`src/rtl/lcd_bus_reader.sv`:
```
// Read-side controller for the HD44780 8-bit bus: timed RW=1 read cycles,
// single reads over valid/ready and an autonomous busy-flag poll.
module lcd_bus_reader #(
    parameter int unsigned AS_CYCLES = 2,
    parameter int unsigned EH_CYCLES = 13,
    parameter int unsigned EL_CYCLES = 13,
    parameter int unsigned POLL_MAX  = 255
) (
    input  logic       clk,
    input  logic       reset,
    input  logic       req_valid,
    input  logic       req_rs,
    output logic       req_ready,
    input  logic       poll_start,
    output logic       rsp_valid,
    output logic [7:0] rsp_data,
    output logic       poll_done,
    output logic       poll_timeout,
    output logic       bus_busy,
    output logic       lcd_rs,
    output logic       lcd_rw,
    output logic       lcd_e,
    input  logic [7:0] lcd_d_i
);

    localparam int unsigned MAX_PHASE =
        (AS_CYCLES > EH_CYCLES) ? ((AS_CYCLES > EL_CYCLES) ? AS_CYCLES : EL_CYCLES)
                                : ((EH_CYCLES > EL_CYCLES) ? EH_CYCLES : EL_CYCLES);
    localparam int unsigned TW = $clog2(MAX_PHASE + 1);
    localparam int unsigned CW = 8;

    typedef enum logic [1:0] {
        IDLE,
        SETUP,
        ENABLE,
        RECOVER
    } state_t;

    state_t        state;
    logic [TW-1:0] timer;
    logic [CW-1:0] poll_cnt;
    logic          polling;
    logic          last_read;
    logic [CW-1:0] poll_cnt_nxt;

    assign poll_cnt_nxt = poll_cnt + CW'(1);

    // Phase sequencer; all bus and handshake outputs are registered here.
    always_ff @(posedge clk or negedge reset) begin
        if (!reset) begin
            state        <= IDLE;
            timer        <= '0;
            poll_cnt     <= '0;
            polling      <= 1'b0;
            last_read    <= 1'b0;
            req_ready    <= 1'b1;
            rsp_valid    <= 1'b0;
            rsp_data     <= 8'h00;
            poll_done    <= 1'b0;
            poll_timeout <= 1'b0;
            bus_busy     <= 1'b0;
            lcd_rs       <= 1'b0;
            lcd_rw       <= 1'b0;
            lcd_e        <= 1'b0;
        end else begin
            rsp_valid    <= 1'b0;
            poll_done    <= 1'b0;
            poll_timeout <= 1'b0;

            case (state)
                IDLE: begin
                    if (poll_start || req_valid) begin
                        // Poll wins a same-cycle tie and always reads BF/AC.
                        lcd_rs    <= poll_start ? 1'b0 : req_rs;
                        polling   <= poll_start;
                        lcd_rw    <= 1'b1;
                        bus_busy  <= 1'b1;
                        req_ready <= 1'b0;
                        timer     <= '0;
                        poll_cnt  <= '0;
                        last_read <= 1'b0;
                        state     <= SETUP;
                    end
                end

                SETUP: begin
                    if (timer == TW'(AS_CYCLES - 1)) begin
                        timer <= '0;
                        lcd_e <= 1'b1;
                        state <= ENABLE;
                    end else begin
                        timer <= timer + TW'(1);
                    end
                end

                ENABLE: begin
                    if (timer == TW'(EH_CYCLES - 1)) begin
                        timer    <= '0;
                        lcd_e    <= 1'b0;
                        rsp_data <= lcd_d_i;
                        state    <= RECOVER;
                        if (polling) begin
                            poll_cnt <= poll_cnt_nxt;
                            if (!lcd_d_i[7]) begin
                                poll_done <= 1'b1;
                                last_read <= 1'b1;
                            end else if (poll_cnt_nxt == CW'(POLL_MAX)) begin
                                poll_timeout <= 1'b1;
                                last_read    <= 1'b1;
                            end
                        end else begin
                            rsp_valid <= 1'b1;
                            last_read <= 1'b1;
                        end
                    end else begin
                        timer <= timer + TW'(1);
                    end
                end

                RECOVER: begin
                    if (timer == TW'(EL_CYCLES - 1)) begin
                        timer <= '0;
                        if (last_read) begin
                            lcd_rw    <= 1'b0;
                            lcd_rs    <= 1'b0;
                            bus_busy  <= 1'b0;
                            req_ready <= 1'b1;
                            polling   <= 1'b0;
                            state     <= IDLE;
                        end else begin
                            state <= SETUP;
                        end
                    end else begin
                        timer <= timer + TW'(1);
                    end
                end

                default: state <= IDLE;
            endcase
        end
    end

endmodule

```
`config.mk`:
```
export PLATFORM = sky130hd
export DESIGN_NAME = lcd_bus_reader
export DESIGN_NICKNAME = d
export VERILOG_FILES = /design/src/rtl/lcd_bus_reader.sv
export SDC_FILE = /design/constraint.sdc
export NUM_CORES = 1
export LEC_CHECK = 0
export CAP_MARGIN = 20
export CORE_MARGIN = 5
export CORE_UTILIZATION = 55
export DETAILED_ROUTE_END_ITERATION = 10
export GPL_TIMING_DRIVEN = 0
export PLACE_DENSITY = 0.83
export SLEW_MARGIN = 20
export SYNTH_ARGS = -nofsm -noshare
export SYNTH_HDL_FRONTEND = slang
export SYNTH_SLANG_ARGS = --single-unit
export TNS_END_PERCENT = 50
```
`constraint.sdc`:
```
create_clock -name clk -period 4.85 [get_ports clk]
set_input_delay 1.455 -clock clk [delete_from_list [all_inputs] [get_ports clk]]
set_output_delay 1.455 -clock clk [all_outputs]
set_load 0.01 [all_outputs]
```
# Yosys cells after proc, flatten, opt, wreduce, memory -nomap -nowiden
# Index checks and enable logic that the tools add are counted.
dict set report word_totals {
  elab_cells 87
  register_bits 31
  inputBits 13
}
dict set report op_classes {
  n_reduce_logical 12
  n_addsub 2
  muxes 47
  eq_ne 13
}
# op count
set op_table {}
lappend op_table {{$mux W1} 28}
lappend op_table {{$mux W8} 3}
lappend op_table {{$pmux W8 S2} 1}
lappend op_table {{$reduce_and A4 Y1} 4}
lappend op_table {{$mux W4} 3}
lappend op_table {{$ne A2 B2 Y1 const B} 6}
lappend op_table {{$pmux W1 S2} 6}
lappend op_table {{$pmux W4 S3} 1}
lappend op_table {{$add A8 B1 Y8 const B} 1}
lappend op_table {{$eq A8 B8 Y1 const B} 1}
lappend op_table {{$mux W2} 4}
lappend op_table {{$pmux W2 S4} 1}
lappend op_table {{$reduce_bool A2 Y1} 3}
lappend op_table {{$add A4 B1 Y4 const B} 1}
lappend op_table {{$eq A2 B2 Y1 const B} 2}
lappend op_table {{$eq A4 B1 Y1 const B} 1}
lappend op_table {{$eq A4 B4 Y1 const B} 1}
lappend op_table {{$ne A4 B4 Y1 const B} 1}
lappend op_table {{$reduce_and A3 Y1} 1}
lappend op_table {{$eq A2 B1 Y1 const B} 1}
lappend op_table {{$logic_not A2 Y1} 1}
lappend op_table {{$reduce_and A2 Y1} 1}
lappend op_table {{$reduce_or A2 Y1} 1}
lappend op_table {{$logic_or A1 B1 Y1} 1}

# Longest topological paths before layout
dict set report logic_depth {
  word_depth 7
  mapped_depth 7
}

# Worst setup path after synthesis
# No wires, ideal clock.
dict set report synth_timing {
  path_type {input port to flip-flop}
  startpoint {input req_valid}
  endpoint {register poll_cnt[5]}
  path_buffers 1
  slack_ns 2.335
  arrival_time_ns 2.391
  cell_stages 5
  path_cell_list {nor3b_1 > buf_2 > nand3b_1 > nor3_1 > a211o_1}
}
dict set report synth_between {
  elab_chain_len 3
}
# element line_no
set synth_rtl {}
lappend synth_rtl {{start: declaration} 11} ;# input logic req_valid,
lappend synth_rtl {{$logic_or A1 B1 Y1} 72} ;# if (poll_start || req_valid) begin
lappend synth_rtl {{$ne A2 B2 Y1 (no source line)} n/a}
lappend synth_rtl {{$reduce_and A4 Y1 (no source line)} n/a}
lappend synth_rtl {{end signal: assignment} 103} ;# poll_cnt <= poll_cnt_nxt;
lappend synth_rtl {{end: declaration} 41} ;# logic [CW-1:0] poll_cnt;
# Every way passes these cells.
# A chain may end at the register's enable or synchronous reset.

# Final worst setup path
dict set report layout_timing {
  startpoint {input poll_start}
  endpoint {register poll_cnt[5]}
}
dict set report layout_between {
  elab_chain_len 3
}
# element line_no
set layout_rtl {}
lappend layout_rtl {{start: declaration} 14} ;# input logic poll_start,
lappend layout_rtl {{$logic_or A1 B1 Y1} 72}
lappend layout_rtl {{$ne A2 B2 Y1 (no source line)} n/a}
lappend layout_rtl {{$reduce_and A4 Y1 (no source line)} n/a}
# Every way passes these cells.

==> out/results.ini <==
[sta]
post-route-period-util_pct = 59.8
period_needed_ps = 2900
worstMarginPinSlew_ps = 658
fin_ws_ps = 1950
clock.fmax_mhz = 345
slew_violations = 0
finClkSkew_ps = 5.82
grt_setup_unrepaired = false
setup_viol = 0
finalHoldViolations = 0
fin_setup_tns_ps = 0
slew_headroom_pct = 56.1

[worst_hold_path]
holdPathStages = 2
worstHoldStart = rsp_data[0]
min_to = rsp_data[0]
hold_class = flop to flop

[power]
pwr-share-seq_pct = 42.6
leakage_nw = 0.933
p_per_area_nw_per_um2 = 394
p_sw_uw = 277
p_clk_share_pct = 18.0
pwr-share-comb_pct = 39.4
swShare_pct = 35.7
internal_power_uw = 497
ir_worst_vdd_uv = 314

[critical_path]
worstPathMaxFanout = 10
crit_required_ps = 5070
timing.rr.end = poll_cnt[5]
startpoint = poll_start
worstSetupStartpointType = input port
reg2regPathDepth = 7
cp-end-kind = flop
reg2reg_slack_ps = 2670
r2r-start = state[0]
crit_arrival_ps = 3130
worstSetupPathType = input port to flop

[finish]
area_growth_pct = 22.8
most-common-layout-cells = 33 x nand2_1, 30 x dfrtp_1, 27 x clkdlybuf4s50_1
fin_nets = 219
diodes = 0
drive_gt1_share_pct = 10.6
layout_commonest_cell = nand2_1
num-fill-cells = 229

[global_route]
grt_pass1_vias = 1351
grtUsageTotal_pct = 18.1
grt_pass1_wl_um = 5980
antenna_found_initial = 0
overflow = 0
grt_max_degree = 32

[routing]
dr.pass1.iters = 4
ant_nets = 0
finalWirelength_um = 3270
drtIter0Drc = 56
drc = 0
drt-vias-per-instance = 5.58
vias = 1277
wl_per_cell_um = 14.3

[synth]
ys_ff_latch = 31
yosysSeqAreaShare_pct = 48.6
netlist_instances = 162
synthesis.area_um2 = 1600
synth_warnings = 0
ys_types = 40
syn_nets = 184
syn_avg_cell_area_um2 = 9.87

[clock_tree]
cts-root-buf = clkbuf_4
htree_num_levels = 2
cts_num_sinks = 31
cts_resized = 0
postCtsHoldBufs = 0
numCtsBuffers = 5
cts.path.max_buffers = 2
cts_tree = yes
post_cts_buffers = 0
clk_pin_slew_ps = 90
clock_latency_ps = 330

[floorplan]
io_pins = 29
fp.dieH_um = 63.9
dieArea_um2 = 4090
core_area_um2 = 2780
rows = 19
fp.dieW_um = 63.9
start_util_pct = 57.5

[placement]
dp_hpwl_um = 2520
gp_congestion = 0.782
dpl_worst_slack_ps = 1630
numPortBuffers = 28

[status]
status = finished clean

[job]
cap_violations = 0

-- registers in the layout (all words and copies together) (netlist names), 2 cells and up --
register	flops
state	2
poll_cnt	8
rsp_data	8
timer	4
-- Yosys cell counts --
cell | number | area (um2)
and4_1 | 3 | 26.3
a31o_2 | 1 | 8.76
a31oi_1 | 1 | 6.26
ha_1 | 9 | 113
and3_1 | 2 | 12.5
buf_2 | 4 | 20.0
and2_1 | 1 | 6.26
o21ai_0 | 5 | 25.0
dfstp_2 | 1 | 26.3
nand4b_1 | 1 | 8.76
a211o_1 | 2 | 17.5
a2111oi_2 | 1 | 15.0
a21o_1 | 5 | 37.5
a22oi_2 | 1 | 12.5
clkbuf_1 | 1 | 3.75
dfrtp_1 | 30 | 751
nor3_1 | 3 | 15.0
or3_4 | 1 | 11.3
nand4_1 | 3 | 18.8
a32o_1 | 1 | 10.0
nand2b_1 | 3 | 18.8
nand3b_1 | 1 | 7.51
o21a_1 | 1 | 7.51
xnor2_1 | 2 | 17.5
mux2_2 | 2 | 22.5
a22o_1 | 2 | 17.5
buf_4 | 1 | 7.51
or2b_1 | 1 | 7.51
inv_1 | 8 | 30.0
xor2_1 | 1 | 8.76
nor2_1 | 5 | 18.8
nand2_2 | 1 | 6.26
or3b_1 | 1 | 8.76
a22o_2 | 1 | 10.0
a21oi_1 | 9 | 45.0
o2bb2ai_1 | 4 | 35.0
or3_1 | 1 | 6.26
nor3b_1 | 4 | 30.0
nand3_1 | 5 | 25.0
nand2_1 | 33 | 124
-- cells by family after synthesis --
kind of cell,after synthesis,synth area share [%]
AND/OR/NAND/NOR,69,22.0
AO/OA/AOI/OAI,34,15.5
flip-flops,31,48.6
buffers and inverters,14,3.83
adder cells (fa/ha/maj),9,7.04
XOR/XNOR,3,1.64
multiplexers,2,1.41
-- layout make-up --
| class | instances | area (um2) | share of cell area [%] |
|---|---|---|---|
| Sequential cell | 31 | 777 | 39.6 |
| Multi-Input combinational cell | 117 | 761 | 38.8 |
| Timing Repair Buffer | 28 | 275 | 14.0 |
| Clock buffer | 7 | 45.0 | 2.29 |
| Tap cell | 31 | 38.8 | 1.98 |
| Buffer | 6 | 31.3 | 1.59 |
| Inverter | 8 | 30.0 | 1.53 |
| Clock inverter | 1 | 5.00 | 0.255 |
-- worst max-delay path, stage by stage --
cell	delay [ps]
clkdlybuf4s50_1	460
nor3b_1	290
buf_2	270
nand3b_1	280
nor3_1	100
a211o_1	270
-- per-stage QoR --
step | instance area, um2 | util, % | total power, mW | hold slack (ps) | cells
final | 1960 | 70.6 | 0.774 | 481 | 229
after global placement | 1920 | 69.0 | 0.619 | 457 | 221
after global routing | 1960 | 70.6 | 0.836 | 519 | 229
after CTS | 1960 | 70.6 | 0.780 | 491 | 229
after detailed placement | 1910 | 68.8 | 0.640 | 469 | 221
after floorplan | 1600 | - | 0.533 | 488 | 162
-- power groups by stage --
stage	Combinational (mW)	Sequential (mW)	Clock (mW)
2_1_floorplan	0.198	0.334	0
3_3_place_gp	0.289	0.330	0
3_5_place_dp	0.306	0.334	0
4_1_cts	0.308	0.329	0.144
5_1_grt	0.345	0.337	0.154
6_report	0.305	0.330	0.140
-- worst max path at each step --
| stage | slack (ps) | endpoint | cells after the start |
|---|---|---|---|
| 2_1_floorplan | 2340 | poll_cnt[5] | 5 |
| 3_3_place_gp | 1710 | poll_cnt[7] | 6 |
| 3_5_place_dp | 1630 | poll_cnt[5] | 6 |
| 4_1_cts | 1980 | poll_cnt[5] | 6 |
| 5_1_grt | 1850 | poll_cnt[7] | 6 |
| 6_report | 1950 | poll_cnt[5] | 6 |
-- metal layers --
| layer | global-route usage (%) | up-vias | share of wire [%] |
|---|---|---|---|
| met5 | 0 | - | 0 |
| met4 | 7.79 | 0 | 1.6 |
| met3 | 5.43 | 7 | 6.6 |
| met2 | 30.5 | 35 | 49 |
| met1 | 21.2 | 600 | 43 |
| li1 | - | 635 | - |
Power figures use the tool's default switching activity.
